==> config.mk <==
export PLATFORM = sky130hd
export DESIGN_NAME = sram_bus_ctrl
export DESIGN_NICKNAME = d
export VERILOG_FILES = /design/src/rtl/sram_bus_pkg.sv /design/src/rtl/sram_lane_steer.sv /design/src/rtl/sram_bus_ctrl.sv
export SDC_FILE = /design/constraint.sdc
export NUM_CORES = 1
export LEC_CHECK = 0
export ABC_AREA = 1
export CAP_MARGIN = 20
export CORE_MARGIN = 2
export CORE_UTILIZATION = 45
export CTS_BUF_LIST = sky130_fd_sc_hd__clkbuf_4 sky130_fd_sc_hd__clkbuf_8
export DETAILED_ROUTE_END_ITERATION = 10
export PLACE_DENSITY = 0.71
export SETUP_SLACK_MARGIN = 0.05
export SLEW_MARGIN = 40
export SYNTH_ARGS = -nofsm -noshare
export SYNTH_HDL_FRONTEND = slang
export SYNTH_HIERARCHICAL = 1
export SYNTH_SLANG_ARGS = --single-unit
==> constraint.sdc <==
create_clock -name clk -period 5 [get_ports clk]
set_clock_uncertainty 0.2 [all_clocks]
set_input_delay 0.5 -clock clk [delete_from_list [all_inputs] [get_ports clk]]
set_output_delay 0.5 -clock clk [all_outputs]
set_load 0.02 [all_outputs]
==> src/rtl/sram_bus_pkg.sv <==
// Shared types for the split even/odd SRAM bus controller: FSM state encoding
// and bank lane indices.
package sram_bus_pkg;

  typedef enum logic [2:0] {
    IDLE = 3'd0,
    P1   = 3'd1,
    W1   = 3'd2,
    P2   = 3'd3,
    W2   = 3'd4,
    DONE = 3'd5
  } state_t;

  localparam logic LANE_EVEN = 1'b0;
  localparam logic LANE_ODD  = 1'b1;

endpackage

==> src/rtl/sram_lane_steer.sv <==
// Combinational lane steering: maps {word, addr[0], phase} to bank enables,
// even-bank address increment, write-data lanes and read-byte placement.
module sram_lane_steer
  import sram_bus_pkg::*;
#(
  parameter int DATA_WIDTH = 16
) (
  input  logic                      word,
  input  logic                      a0,
  input  logic                      drv_phase,
  input  logic                      cap_phase,
  input  logic [DATA_WIDTH-1:0]     wdata,
  input  logic [DATA_WIDTH/2-1:0]   e_q,
  input  logic [DATA_WIDTH/2-1:0]   o_q,
  output logic                      e_en,
  output logic                      o_en,
  output logic                      e_inc,
  output logic [DATA_WIDTH/2-1:0]   e_din,
  output logic [DATA_WIDTH/2-1:0]   o_din,
  output logic [DATA_WIDTH/2-1:0]   rd_lo,
  output logic [DATA_WIDTH/2-1:0]   rd_hi,
  output logic                      lo_en,
  output logic                      hi_en
);

  localparam int B = DATA_WIDTH / 2;

  logic [B-1:0] w_lo;
  logic [B-1:0] w_hi;

  assign w_lo = wdata[B-1:0];
  assign w_hi = wdata[DATA_WIDTH-1:B];

  // Drive side: which banks strobe in the upcoming phase and with what data.
  always_comb begin
    e_en  = 1'b0;
    o_en  = 1'b0;
    e_inc = 1'b0;
    e_din = w_lo;
    o_din = w_lo;
    if (!word) begin
      if (a0 == LANE_ODD) o_en = 1'b1;
      else                e_en = 1'b1;
    end else if (a0 == LANE_EVEN) begin
      e_en  = 1'b1;
      o_en  = 1'b1;
      o_din = w_hi;
    end else if (!drv_phase) begin
      o_en  = 1'b1;
    end else begin
      e_en  = 1'b1;
      e_inc = 1'b1;
      e_din = w_hi;
    end
  end

  // Capture side: where the bytes returned in the current wait cycle land.
  always_comb begin
    rd_lo = e_q;
    rd_hi = o_q;
    lo_en = 1'b0;
    hi_en = 1'b0;
    if (!word) begin
      rd_lo = (a0 == LANE_ODD) ? o_q : e_q;
      rd_hi = '0;
      lo_en = 1'b1;
      hi_en = 1'b1;
    end else if (a0 == LANE_EVEN) begin
      lo_en = 1'b1;
      hi_en = 1'b1;
    end else if (!cap_phase) begin
      rd_lo = o_q;
      lo_en = 1'b1;
    end else begin
      rd_hi = e_q;
      hi_en = 1'b1;
    end
  end

endmodule

==> src/rtl/sram_bus_ctrl.sv <==
// Master-side controller for split even/odd byte-wide SRAM banks.
// MISALIGN_SPLIT_EN: defined splits misaligned words in two phases; undefined aligns them and flags align_err.
module sram_bus_ctrl
  import sram_bus_pkg::*;
#(
  parameter int ADDR_WIDTH = 17,
  parameter int DATA_WIDTH = 16
) (
  input  logic                      clk,
  input  logic                      rst_n,
  input  logic                      req,
  input  logic                      we,
  input  logic                      word,
  input  logic [ADDR_WIDTH-1:0]     addr,
  input  logic [DATA_WIDTH-1:0]     wdata,
  output logic [DATA_WIDTH-1:0]     rdata,
  output logic                      ack,
  output logic                      busy,
  output logic                      e_cs,
  output logic                      e_wr,
  output logic                      e_oe,
  output logic [ADDR_WIDTH-2:0]     e_addr,
  output logic [DATA_WIDTH/2-1:0]   e_din,
  input  logic [DATA_WIDTH/2-1:0]   e_q,
  output logic                      o_cs,
  output logic                      o_wr,
  output logic                      o_oe,
  output logic [ADDR_WIDTH-2:0]     o_addr,
  output logic [DATA_WIDTH/2-1:0]   o_din,
  input  logic [DATA_WIDTH/2-1:0]   o_q,
`ifndef MISALIGN_SPLIT_EN
  output logic                      align_err,
`endif
  output logic [2:0]                dbg_state
);

  localparam int AB = ADDR_WIDTH - 1;
  localparam int B  = DATA_WIDTH / 2;

  state_t state, next_state;

  logic            we_q, word_q, a0_q, two_q;
  logic [AB-1:0]   abank_q;
  logic [DATA_WIDTH-1:0] wdata_q, rbuf;

  logic            accept, a0_in, two_in;
  logic            d_sel, d_we, d_word, d_a0;
  logic [AB-1:0]   d_abank;
  logic [DATA_WIDTH-1:0] d_wdata;

  logic            s_e_en, s_o_en, s_e_inc, s_lo_en, s_hi_en;
  logic [B-1:0]    s_e_din, s_o_din, s_rd_lo, s_rd_hi;

  logic            e_cs_d, e_wr_d, e_oe_d, o_cs_d, o_wr_d, o_oe_d;
  logic [AB-1:0]   e_addr_d, o_addr_d;
  logic [B-1:0]    e_din_d, o_din_d;
  logic            ack_d, busy_d;
  logic [DATA_WIDTH-1:0] rdata_d, rbuf_d, base, cap;

  assign accept = (state == IDLE) && req;

`ifdef MISALIGN_SPLIT_EN
  assign a0_in  = addr[0];
  assign two_in = word & addr[0];
`else
  assign a0_in  = addr[0] & ~word;
  assign two_in = 1'b0;
  logic align_err_d;
  assign align_err_d = align_err | (accept & word & addr[0]);
`endif

  // In IDLE the upcoming phase is driven from the live request, later from the latch.
  assign d_sel   = (state == IDLE);
  assign d_we    = d_sel ? we    : we_q;
  assign d_word  = d_sel ? word  : word_q;
  assign d_a0    = d_sel ? a0_in : a0_q;
  assign d_abank = d_sel ? addr[ADDR_WIDTH-1:1] : abank_q;
  assign d_wdata = d_sel ? wdata : wdata_q;

  assign dbg_state = state;

  sram_lane_steer #(.DATA_WIDTH(DATA_WIDTH)) u_steer (
    .word      (d_word),
    .a0        (d_a0),
    .drv_phase (next_state == P2),
    .cap_phase (state == W2),
    .wdata     (d_wdata),
    .e_q       (e_q),
    .o_q       (o_q),
    .e_en      (s_e_en),
    .o_en      (s_o_en),
    .e_inc     (s_e_inc),
    .e_din     (s_e_din),
    .o_din     (s_o_din),
    .rd_lo     (s_rd_lo),
    .rd_hi     (s_rd_hi),
    .lo_en     (s_lo_en),
    .hi_en     (s_hi_en)
  );

  always_ff @(posedge clk or negedge rst_n) begin
    if (!rst_n) begin
      state   <= IDLE;
      e_cs    <= 1'b0;
      e_wr    <= 1'b0;
      e_oe    <= 1'b0;
      e_addr  <= '0;
      e_din   <= '0;
      o_cs    <= 1'b0;
      o_wr    <= 1'b0;
      o_oe    <= 1'b0;
      o_addr  <= '0;
      o_din   <= '0;
      ack     <= 1'b0;
      busy    <= 1'b0;
      rdata   <= '0;
      rbuf    <= '0;
      we_q    <= 1'b0;
      word_q  <= 1'b0;
      a0_q    <= 1'b0;
      two_q   <= 1'b0;
      abank_q <= '0;
      wdata_q <= '0;
`ifndef MISALIGN_SPLIT_EN
      align_err <= 1'b0;
`endif
    end else begin
      state   <= next_state;
      e_cs    <= e_cs_d;
      e_wr    <= e_wr_d;
      e_oe    <= e_oe_d;
      e_addr  <= e_addr_d;
      e_din   <= e_din_d;
      o_cs    <= o_cs_d;
      o_wr    <= o_wr_d;
      o_oe    <= o_oe_d;
      o_addr  <= o_addr_d;
      o_din   <= o_din_d;
      ack     <= ack_d;
      busy    <= busy_d;
      rdata   <= rdata_d;
      rbuf    <= rbuf_d;
`ifndef MISALIGN_SPLIT_EN
      align_err <= align_err_d;
`endif
      if (accept) begin
        we_q    <= we;
        word_q  <= word;
        a0_q    <= a0_in;
        two_q   <= two_in;
        abank_q <= addr[ADDR_WIDTH-1:1];
        wdata_q <= wdata;
      end
    end
  end

  always_comb begin
    next_state = state;
    case (state)
      IDLE:    if (req) next_state = P1;
      P1:      next_state = W1;
      W1:      next_state = two_q ? P2 : DONE;
      P2:      next_state = W2;
      W2:      next_state = DONE;
      DONE:    next_state = IDLE;
      default: next_state = IDLE;
    endcase
  end

  always_comb begin
    e_cs_d   = (next_state == P1 || next_state == P2) && s_e_en;
    o_cs_d   = (next_state == P1 || next_state == P2) && s_o_en;
    e_wr_d   = e_cs_d & d_we;
    e_oe_d   = e_cs_d & ~d_we;
    o_wr_d   = o_cs_d & d_we;
    o_oe_d   = o_cs_d & ~d_we;
    e_addr_d = e_cs_d ? d_abank + AB'(s_e_inc) : e_addr;
    o_addr_d = o_cs_d ? d_abank : o_addr;
    e_din_d  = e_cs_d ? s_e_din : e_din;
    o_din_d  = o_cs_d ? s_o_din : o_din;
    ack_d    = (next_state == DONE);
    busy_d   = (next_state != IDLE);
    // Each access starts from a clear buffer; phase 2 keeps the phase-1 low byte.
    base     = (state == W1) ? '0 : rbuf;
    cap      = {s_hi_en ? s_rd_hi : base[DATA_WIDTH-1:B],
                s_lo_en ? s_rd_lo : base[B-1:0]};
    rbuf_d   = (state == W1 || state == W2) ? cap : rbuf;
    rdata_d  = ((state == W1 || state == W2) && next_state == DONE && !we_q) ? cap : rdata;
  end

endmodule

**After elaboration in Yosys (flattened, before gate mapping)**

Cells that the tools add are included.
Widths: inputs -> output; s select.

- Input bits: 54
- Flip-flop bits (word level): 127

- Bitwise gates (word level): 10
- $add $sub $neg: 1
- Mux-type cells: 37
- Reduce and logical (&&, ||, !) cells: 11
- Equal/unequal tests: 7

Operator list:

| cell | number |
|---|---|
| $mux 8 | 13 |
| $mux 16 | 3 |
| $mux 1 | 19 |
| $add 16x1->16 | 1 |
| $pmux 3 s4 | 1 |
| $eq 3x2->1 const B | 3 |
| $and 1x1->1 | 7 |
| $eq 3x1->1 const B | 2 |
| $eq 3x3->1 const B | 2 |
| $logic_and 1x1->1 | 5 |
| $logic_not 3->1 | 1 |
| $mux 3 | 1 |
| $reduce_bool 3->1 | 1 |
| $logic_or 1x1->1 | 2 |
| $not 1->1 | 2 |
| $reduce_or 2->1 | 1 |
| $logic_not 1->1 | 1 |
| $or 1x1->1 | 1 |

**Depth between registers and ports, before layout**

Gate-level depths: netlist of run 1.

- Word-level depth: 9
- Gate-level depth with buffers: 17

**Modules after synthesis**

Netlist of run 1, hierarchy kept.

Modules (own cells, without submodules):

| module | seq. area each (um^2) | area an instance (um^2) | times used | cells an instance |
|---|---|---|---|---|
| sram_bus_ctrl | 3178.0 | 6080.8 | 1 | 727 |
| sram_lane_steer | 0.0 | 519.2 | 1 | 119 |

**Worst setup path before layout of run 1**

Ideal clock, no wire load.

- Kind: flip-flop to flip-flop
- Start point: register state[0], in the netlist dbg_state[0]
- End point: register rdata[6]
- Buffers on the path: 2
- Slack: 2.256 ns
- Cell stages (with the launch flop): 11
- Setup time: 0.125 ns
- Data arrival time: 2.419 ns
- Path through: dfrtp_1 > nor2_4 > nand2_4 > inv_2 > o21ai_0 > nand3_1 > clkbuf_1 > clkbuf_1 > nand2_1 > o31ai_1 > mux2_2

- Elaborated cells on any way between the ends: 23

RTL lines:

| element | RTL line | RTL |
|---|---|---|
| start: declaration | sram_bus_ctrl.sv:40 | `state_t state, next_state;` |
| start signal: assignment | sram_bus_ctrl.sv:128 | `state <= next_state;` |
| $logic_not 3->1 | sram_bus_ctrl.sv:73 | `assign d_sel = (state == IDLE);` |
| $mux 1 | sram_bus_ctrl.sv:76 | `assign d_a0 = d_sel ? a0_in : a0_q;` |
| named net d_a0 | sram_bus_ctrl.sv:47 | `logic d_sel, d_we, d_word, d_a0;` |
| $mux 1 | sram_lane_steer.sv:68 | `end else if (a0 == LANE_EVEN) begin` |
| $mux 1 | sram_lane_steer.sv:63 | `if (!word) begin` |
| named net s_lo_en | sram_bus_ctrl.sv:51 | `logic s_e_en, s_o_en, s_e_inc, s_lo_en, s_hi_en;` |
| $mux 8 | sram_bus_ctrl.sv:186 | `s_lo_en ? s_rd_lo : base[B-1:0]};` |
| end signal: assignment | sram_bus_ctrl.sv:141 | `rdata <= rdata_d;` |
| end: declaration | sram_bus_ctrl.sv:16 | `output logic [DATA_WIDTH-1:0] rdata,` |

The timed path passes the listed nets, and every way through them passes these cells.
A chain may end at the register's enable or synchronous reset.

**Worst setup path after layout of run 1**

- Start point: register state[0], in the netlist dbg_state[0]
- End point: register rdata[12]

- Elaborated cells on any way between the ends: 22

RTL lines:

| element | RTL line | RTL |
|---|---|---|
| $logic_not 3->1 | sram_bus_ctrl.sv:73 |  |
| $mux 1 | sram_bus_ctrl.sv:76 |  |
| named net d_a0 | sram_bus_ctrl.sv:47 |  |
| $mux 8 | sram_lane_steer.sv:68 |  |
| $mux 8 | sram_lane_steer.sv:63 |  |
| named net s_rd_hi[4] | sram_bus_ctrl.sv:52 | `logic [B-1:0] s_e_din, s_o_din, s_rd_lo, s_rd_hi;` |
| $mux 8 | sram_bus_ctrl.sv:185 | `cap = {s_hi_en ? s_rd_hi : base[DATA_WIDTH-1:B],` |

The timed path passes the listed nets, and every way through them passes these cells.

==> metrics.md, run 1 <==
| Metric | Value |
|---|---|
| Seq/Total Area, Yosys | 48.2% |
| Worst rel slew slack | 45.3% |
| Peak VDD IR | 0.312 mV |
| Reg-to-reg endpoint | rdata[12] |
| Worst Hold Class | register to register |
| Final Hold Viols | 0 |
| First-pass GRT wire length | 26400 um |
| Max_cap viols | 0 |
| FMAX | 302 MHz |
| Slowest stage cell, crit path | nand3_1 |
| CP Cell Sequence | nor2_4, nand2_4, inv_2, nand2_1, o21ai_2, nand3_1, o21ai_0, nand2_1, o31ai_1, mux2_2 |
| Arrival time worst endpoint | 3.49 ns |
| RSZ-0062 raised after global routing | false |
| DIE AREA | 15700 sq um |
| CP most frequent cell | nand2_1 |
| Simple-gate share of the synthesized area | 27.4% |
| Ys Warns | 6 |
| Iteration-0 DRC Markers | 470 |
| Post-Synth XOR/XNOR Area | 0.265% |
| Status | finished clean |
| Setup Buffers After CTS | 0 |
| Chip Width | 125 um |
| Synth Cell Area | 6600 sq um |
| Antenna violations before repair | 0 |
| Count of input and output buffers | 129 |
| Later-pin clock latency in the skew report | 0.44 ns |
| Pwr dens | 701 nW/um^2 |
| Final min period | 3.31 ns |
| Routed wire length | 16000 um |
| Cts repair resizes | 0 |
| H-tree level count | 4 |
| Final setup fails | 0 |
| Share of layout cells above drive strength 1 | 11.4% |
| Wire length per cell | 13.8 um |
| Nets | 1020 |
| Post-route ant nets | 0 |
| Via/cell ratio | 4.87 |
| Ant diodes | 0 |
| Complex-gate fraction of the synthesized area | 11.2% |
| Slew @ Worst Pin | 0.818 ns |
| Overall power | 0.00587 W |
| Starting Density | 45.8% |
| Drt drc | 0 |
| Max-slew violation count | 0 |
| Crit Path Category | register to register |
| Adder-cell share of the synthesized area | 0.379% |
| Setup tns final | 0 ns |
| Flop2flop setup slack | 1.69 ns |
| CP endpoint | rdata[12] |
| Gpl congestion | 0.863 |
| Slowest stage delay, CP | 0.74 ns |
| Proportion of synthesized area in mux cells | 2.73% |
| Total CTS buffers | 17 |
| Maximum clock insertion buffer count | 2 |
| CP required | 5.18 ns |
| Gr usage total | 21.1% |
| Grt ovf | 0 |
| Mapped Cells | 846 |
| CTS tree | yes |
| # IOs | 130 |
| Vias in the first global route | 5239 |
| DP Area | 7960 sq um |
| Static leakage | 4.13 nW |
| Crit path capture type | register |
| CTS Sinks | 127 |
| Post-route clock period utilization | 66.3% |
| Avg Cell Area, Syn | 7.80 sq um |
| Finished Layout Cells | 1161 |
| Hold depth | 2 |
| Largest family of logic cells by synthesized area | simple AND/OR/NAND/NOR gates |
| #FFs+latches synth | 127 |
| Core ar. | 14400 sq um |
| Die Y | 125 um |
| Synth unique cells | 30 |
| Worst Reg2Reg Path Length in Cells | 10 |
| Top cells by area, synth | dfrtp_1 48%, nand2_1 16%, o21ai_0 7.7% |
| DR vias | 5656 |
| DP HPWL | 11200 um |
| Leading area contributor after synthesis | dfrtp_1 |
| Cell Rows | 44 |
| Cell Count Post-Placement | 1128 |
| Worst r2r src | dbg_state[0] |
| Design Area, Final | 8370 sq um |
| Crit path max fanout | 23 |
| Startpoint type of the worst setup path | register |
| CTS clk-pin slew, worst paths | 0.07 ns |
| Crit path launch | dbg_state[0] |
| Clock root buffer | clkbuf_8 |
| First-pass DRT Iterations | 5 |
| Synth-to-layout area growth | 26.8% |
| Post-synth top area share | 48.2% |
| Largest net degree at the start of global routing | 67 |
-- area by class of cell --
class / instances / area, sq um
repair buffers: 137 / 1350
clock inverters: 13 / 139
flip-flops and latches: 127 / 3180
inverters: 114 / 428
multi-input cells: 567 / 2780
fillers: 1387 / 6050
well taps: 184 / 230
clock buffers: 19 / 262
-- cells by family (layout without fill, tap and decap cells) --
kind of cell | Yosys count | after routing
buffers and inverters | 153 | 283
xor gates and xnor gates | 2 | 2
other | 1 | 2
adders and majority gates | 2 | 2
DFF | 127 | 127
muxes | 16 | 16
AOI/OAI and AO/OA | 139 | 139
and+or+nand+nor | 406 | 406
-- worst min-delay path by stage --
stage                       end   startpoint  slack, ns
floorplan                  a0_q        rst_n      0.004
global placement     e_addr[12]   e_addr[12]       0.26
detailed placement  abank_q[15]  abank_q[15]       0.26
CTS                 abank_q[15]  abank_q[15]       0.28
global route        abank_q[15]  abank_q[15]       0.29
finish              abank_q[15]  abank_q[15]       0.28
-- power by group --
part,internal [W],switching [W]
clock,0.000470,0.000425
sequential,0.00150,0.000251
combinational,0.00121,0.00201
total,0.00318,0.00269
-- worst max-delay path, delay by kind of cell, from the launching register on --
family,cells,cell delay [ns]
multiplexers,1,0.21
AND/OR/NAND/NOR,5,1.45
flip-flops,1,0.46
AO/OA/AOI/OAI,3,0.78
buffers and inverters,1,0.14
-- synth_stat cells (all sizes together) --
| cell type | instances |
|---|---|
| nor3 | 1 |
| xor2 | 2 |
| dfrtp | 127 |
| inv | 113 |
| a21boi | 1 |
| o21bai | 1 |
| nor2 | 38 |
| nand2 | 310 |
| buf | 24 |
| clkinv | 1 |
| o21ai | 120 |
| nand3 | 55 |
| o31ai | 16 |
| or2 | 2 |
| clkbuf | 15 |
| conb | 1 |
| a21oi | 1 |
| ha | 2 |
| mux2 | 16 |
-- through the flow --
stage	utilization [%]	setup slack [ns]	hold WS, ns
floorplan	-	2.26	0.00441
global placement	55.2	1.31	0.263
detailed placement	55.2	1.70	0.259
CTS	58.0	1.68	0.279
global route	58.0	1.32	0.292
finish	58.0	1.69	0.277
-- flip-flops by register name, summed over array words and instances, names as in the netlist, 3 cells and up --
name       flops
wdata_q       16
o_addr        16
e_din          8
o_din          8
e_addr        16
dbg_state      3
abank_q       16
rbuf          16
rdata         16
-- placed cells by master, fill, tap and decap left out, types with 4 or more instances in the layout --
cell,count
clkbuf_8,19
buf_4,8
o21ai_0,100
clkinv_2,4
nor2_4,9
nor2_2,8
nand2_1,286
nand2_4,8
nand3_1,53
clkdlybuf4s50_1,128
clkinv_4,4
nor2_1,21
o21ai_1,19
inv_2,8
nand2_2,16
dfrtp_1,127
inv_1,105
o31ai_1,16
mux2_2,16
-- what timing repair did --
item	4_1_cts	5_1_grt
endpoints found under the hold margin	31	0
endpoints found under the setup margin	0	0
hold buffers	1	0
-- metal layers --
metal	up-vias	GRT usage (%)	part of all wire (%)	wire length [um]
met5	-	0	0	0
met4	0	6.60	1.9	309
met3	19	4.36	4.7	760
met1	2596	29.8	48	7650
met2	159	32.8	46	7310
li1	2882	-	-	-
No activity file was read; power rests on OpenSTA's default activity.
==> inputs of run 2 (changes only) <==
==> constraint.sdc (replaced) <==
create_clock -name clk -period 3.3 [get_ports clk]
set_clock_uncertainty 0.2 [all_clocks]
set_input_delay 0.33 -clock clk [delete_from_list [all_inputs] [get_ports clk]]
set_output_delay 0.33 -clock clk [all_outputs]
set_load 0.02 [all_outputs]
==> metrics.md, run 2 (same netlist as run 1, synthesis figures left out) <==
| Metric | Value |
|---|---|
| Pwr dens | 1060 nW/um^2 |
| Max_cap viols | 0 |
| Slew @ Worst Pin | 0.674 ns |
| Chip Width | 125 um |
| Arrival time worst endpoint | 2.80 ns |
| Largest net degree at the start of global routing | 70 |
| Final Hold Viols | 0 |
| Post-route ant nets | 0 |
| RSZ-0062 raised after global routing | false |
| FMAX | 381 MHz |
| Vias in the first global route | 5406 |
| Drt drc | 0 |
| Grt ovf | 0 |
| Worst rel slew slack | 55.1% |
| Most frequent cells in the layout | 286 x nand2_1, 128 x clkdlybuf4s50_1, 127 x dfrtp_1, 106 x inv_1, 100 x o21ai_0 |
| Part of the power in the clock network | 15.2% |
| First-pass GRT wire length | 27100 um |
| Die Y | 125 um |
| Final min period | 2.63 ns |
| CP required | 3.47 ns |
| Core Util, Final | 58.5% |
| Later-pin clock latency in the skew report | 0.43 ns |
| Setup tns final | 0 ns |
| Via/cell ratio | 4.90 |
| Startpoint type of the worst setup path | register |
| Crit Path Category | register to register |
| Worst Hold Class | input port to async pin |
| Sequential share of power | 29.7% |
| CTS Sinks | 127 |
| Worst r2r src | dbg_state[0] |
| Starting Density | 45.8% |
| Static leakage | 4.18 nW |
| Max-slew violation count | 0 |
| Status | finished clean |
| # IOs | 130 |
| Ant diodes | 0 |
| Core ar. | 14400 sq um |
| CTS tree | yes |
| DP HPWL | 11200 um |
| Clock root buffer | clkbuf_8 |
| First-pass DRT Iterations | 5 |
| Peak VDD IR | 0.621 mV |
| Routed wire length | 16000 um |
| Sw Share | 44.8% |
| Post-route clock period utilization | 79.6% |
| DIE AREA | 15700 sq um |
| Antenna violations before repair | 0 |
| Total CTS buffers | 17 |
| Count of input and output buffers | 129 |
| Gr usage total | 21.4% |
| Crit path launch | dbg_state[0] |
| Gate power share | 55.1% |
| Hold-fix buffers, CTS | 1 |
| Final setup fails | 0 |
| Synth-to-layout area growth | 27.9% |
| Crit path capture type | register |
| Maximum clock insertion buffer count | 2 |
| DP Area | 8030 sq um |
| Int Power | 0.00495 W |
| Most common cell after layout, fill and taps aside | nand2_1 |
| Setup Buffers After CTS | 0 |
| DR vias | 5714 |
| Design Area, Final | 8440 sq um |
| Switch Pwr | 0.00402 W |
| Cts repair resizes | 0 |
| CTS clk-pin slew, worst paths | 0.07 ns |
| Iteration-0 DRC Markers | 420 |
| Cell Rows | 44 |
| Gpl congestion | 0.867 |
| Share of layout cells above drive strength 1 | 11.6% |
| Crit path max fanout | 16 |
| H-tree level count | 4 |
| Nets | 1027 |
| Wire length per cell | 13.7 um |
## run 2: final timing paths
kind | end | slack [ns] | cells past startpoint
worst max-delay path | rdata[8] | 0.67 | 11
worst min-delay path | abank_q[14] | 0.27 | 2
worst max register to register | rdata[8] | 0.67 | 11
worst min register to register | e_addr[12] | 0.28 | 2
max in group asynchronous | rdata[15] | 1.87 | 3
min in group clk | wdata_q[12] | 0.27 | 3
## run 2: cell type report
| type | count | area (sq um) |
|---|---|---|
| Clock inverter | 6 | 80.1 |
| Sequential cell | 127 | 3180 |
| Timing Repair Buffer | 144 | 1420 |
| Clock buffer | 24 | 324 |
| Tap cell | 184 | 230 |
| Multi-Input combinational cell | 567 | 2780 |
| Fill cell | 1358 | 5980 |
| Inverter | 114 | 428 |
## run 2: metrics by stage
step,worst slack [ns],total power (W),cells,hold WS (ns)
floorplan,0.556,0.00604,847,-0.166
global placement,0.526,0.00754,1135,0.257
detailed placement,0.515,0.00763,1135,0.197
CTS,0.686,0.00904,1166,0.245
global route,0.416,0.00975,1166,0.261
finish,0.672,0.00897,1166,0.266
## run 2: metal layers
metal | wire length (um) | global-route usage [%] | vias to the layer above | share of wire [%]
met1 | 7470 | 30.1 | 2629 | 47
met4 | 284 | 7.71 | 0 | 1.8
li1 | - | - | 2903 | -
met3 | 859 | 4.79 | 22 | 5.4
met2 | 7390 | 32.8 | 160 | 46
met5 | 0 | 0 | - | 0
## run 2: power groups by stage
stage | logic, W | clock network [W] | registers, W
2_1_floorplan | 0.00292 | 0 | 0.00312
3_3_place_gp | 0.00486 | 0 | 0.00268
3_5_place_dp | 0.00495 | 0 | 0.00269
4_1_cts | 0.00497 | 0.00140 | 0.00267
5_1_grt | 0.00552 | 0.00148 | 0.00276
6_report | 0.00494 | 0.00137 | 0.00267
## run 2: worst max-delay path, cell delays in order, from the launching register on
cell and delay (ns):
dfrtp_1 0.45, nor2_4 0.16, nand2_4 0.05, inv_2 0.12, nand2_1 0.07, o21ai_1 0.15
buf_4 0.24, inv_2 0.06, nor2_1 0.08, nand2_1 0.29, o31ai_1 0.47, mux2_2 0.23
==> inputs of run 3 (changes only) <==
==> constraint.sdc (replaced) <==
create_clock -name clk -period 2.5 [get_ports clk]
set_clock_uncertainty 0.2 [all_clocks]
set_input_delay 0.25 -clock clk [delete_from_list [all_inputs] [get_ports clk]]
set_output_delay 0.25 -clock clk [all_outputs]
set_load 0.02 [all_outputs]
==> metrics.md, run 3 (same netlist as run 1, synthesis figures left out) <==
| Metric | Value |
|---|---|
| Status | finished clean |
| Nets | 1032 |
| Crit path max fanout | 23 |
| Pwr dens | 1390 nW/um^2 |
| Largest net degree at the start of global routing | 67 |
| CTS clk-pin slew, worst paths | 0.07 ns |
| RSZ-0062 raised after global routing | true |
| Gr usage total | 20.9% |
| Synth-to-layout area growth | 29.2% |
| Final min period | 2.27 ns |
| Slowest stage delay, CP | 0.46 ns |
| Post-route ant nets | 0 |
| Worst Hold Class | input port to async pin |
| Starting Density | 45.8% |
| DIE AREA | 15700 sq um |
| Startpoint type of the worst setup path | register |
| CTS Sinks | 127 |
| Count of input and output buffers | 129 |
| Clock root buffer | clkbuf_8 |
| Die Y | 125 um |
| # IOs | 130 |
| Later-pin clock latency in the skew report | 0.43 ns |
| Max_cap viols | 0 |
| Share of layout cells above drive strength 1 | 12.7% |
| Maximum clock insertion buffer count | 2 |
| Ant diodes | 0 |
| CP required | 2.67 ns |
| Grt ovf | 0 |
| Antenna violations before repair | 0 |
| Most frequent cells in the layout | 285 x nand2_1, 128 x clkdlybuf4s50_1, 127 x dfrtp_1, 106 x inv_1, 99 x o21ai_0 |
| Part of the power in the clock network | 14.7% |
| Sw Share | 44.5% |
| Chip Width | 125 um |
| First-pass GRT wire length | 26300 um |
| FMAX | 440 MHz |
| Post-route clock period utilization | 90.8% |
| Sequential share of power | 29.4% |
| Switch Pwr | 0.00529 W |
| Hold WS | 0.109 ns |
| Total CTS buffers | 17 |
| Final setup fails | 0 |
| Drt drc | 0 |
| Via/cell ratio | 4.81 |
| Most common cell after layout, fill and taps aside | nand2_1 |
| Wire length per cell | 13.4 um |
| Arrival time worst endpoint | 2.44 ns |
| Vias in the first global route | 5288 |
| Crit path buf inv count | 2 |
| Crit path capture type | register |
| DP Area | 8110 sq um |
| DR vias | 5640 |
| Routed wire length | 15700 um |
| Iteration-0 DRC Markers | 396 |
| Core ar. | 14400 sq um |
| Int Power | 0.00660 W |
| Worst rel slew slack | 57.8% |
| DP HPWL | 11300 um |
| Core Util, Final | 59.1% |
| H-tree level count | 4 |
| CP Cell Sequence | nor2_4, nand2_4, inv_2, nand2_1, o21ai_4, nand3_2, buf_4, o31ai_1, mux2_2 |
| Final Hold Viols | 0 |
| Slew @ Worst Pin | 0.633 ns |
| Max-slew violation count | 0 |
| Setup tns final | 0 ns |
| Setup Buffers After CTS | 0 |
| Family with the most delay on the worst path | compound AO/OA/AOI/OAI gates |
| Gate power share | 55.9% |
| Cell Rows | 44 |
| CTS tree | yes |
| Peak VDD IR | 0.721 mV |
| Crit Path Category | register to register |
| Design Area, Final | 8530 sq um |
| First-pass DRT Iterations | 4 |
| Static leakage | 4.22 nW |
| Slowest stage cell, crit path | dfrtp_1 |
| Gpl congestion | 0.875 |
run 3: cell types whose count changed in the layout (fill, tap and decap cells not counted), sizes merged:
| cell | change |
|---|---|
| buf | +5 |
| clkinv | +1 |
run 3: path summary, 6_finish.rpt:
path,from,endpoint,slack [ns],cells after the start
max reg2reg,dbg_state[0],rdata[6],0.23,9
min reg2reg,e_addr[14],e_addr[14],0.28,2
min in group clk,addr[0],align_err,0.18,3
max in group asynchronous,rst_n,e_addr[4],1.29,3
min,rst_n,o_addr[8],0.11,2
max,dbg_state[0],rdata[6],0.23,9
run 3: cell type report:
cell class / instances / area [sq um]
fillers: 1330 / 5890
inverters: 114 / 428
clock buffers: 24 / 305
clock inverters: 7 / 85.1
well taps: 184 / 230
repair buffers: 149 / 1490
flip-flops and latches: 127 / 3180
multi-input cells: 567 / 2810
run 3: power groups by stage:
stage	Sequential [W]	Clock, W	Combinational (W)
after floorplan	0.00412	0	0.00389
after global placement	0.00352	0	0.00655
after CTS	0.00351	0.00179	0.00666
after detailed placement	0.00354	0	0.00664
final	0.00350	0.00175	0.00664
after global routing	0.00362	0.00188	0.00742
run 3: metrics by stage:
| stage | worst slack, ns | total power [W] | instances |
|---|---|---|---|
| 2_1_floorplan | 0.0664 | 0.00800 | 847 |
| 3_3_place_gp | 0.194 | 0.0101 | 1140 |
| 3_5_place_dp | 0.156 | 0.0102 | 1140 |
| 4_1_cts | 0.196 | 0.0120 | 1172 |
| 5_1_grt | 0.0393 | 0.0129 | 1172 |
| 6_report | 0.229 | 0.0119 | 1172 |
run 3: timing repair:
item / CTS / global route
gates resized for setup: 0 / 4
hold buffers: 1 / 0
endpoints found under the setup margin: 0 / 9
endpoints found under the hold margin: 77 / 0
run 3: metal layers:
metal,vias up,part of all wire [%],track usage [%],wire [um]
met3,14,4.0,4.75,631
met2,125,48,33.5,7570
li1,2898,-,-,-
met5,-,0,0,0
met4,0,1.4,6.34,219
met1,2603,46,28.4,7270
run 3: worst register-to-register path: stages, from the launching register on:
cell	delay, ns
dfrtp_1	0.46
nor2_4	0.18
nand2_4	0.06
inv_2	0.15
nand2_1	0.13
o21ai_4	0.14
nand3_2	0.10
buf_4	0.22
o31ai_1	0.37
mux2_2	0.22
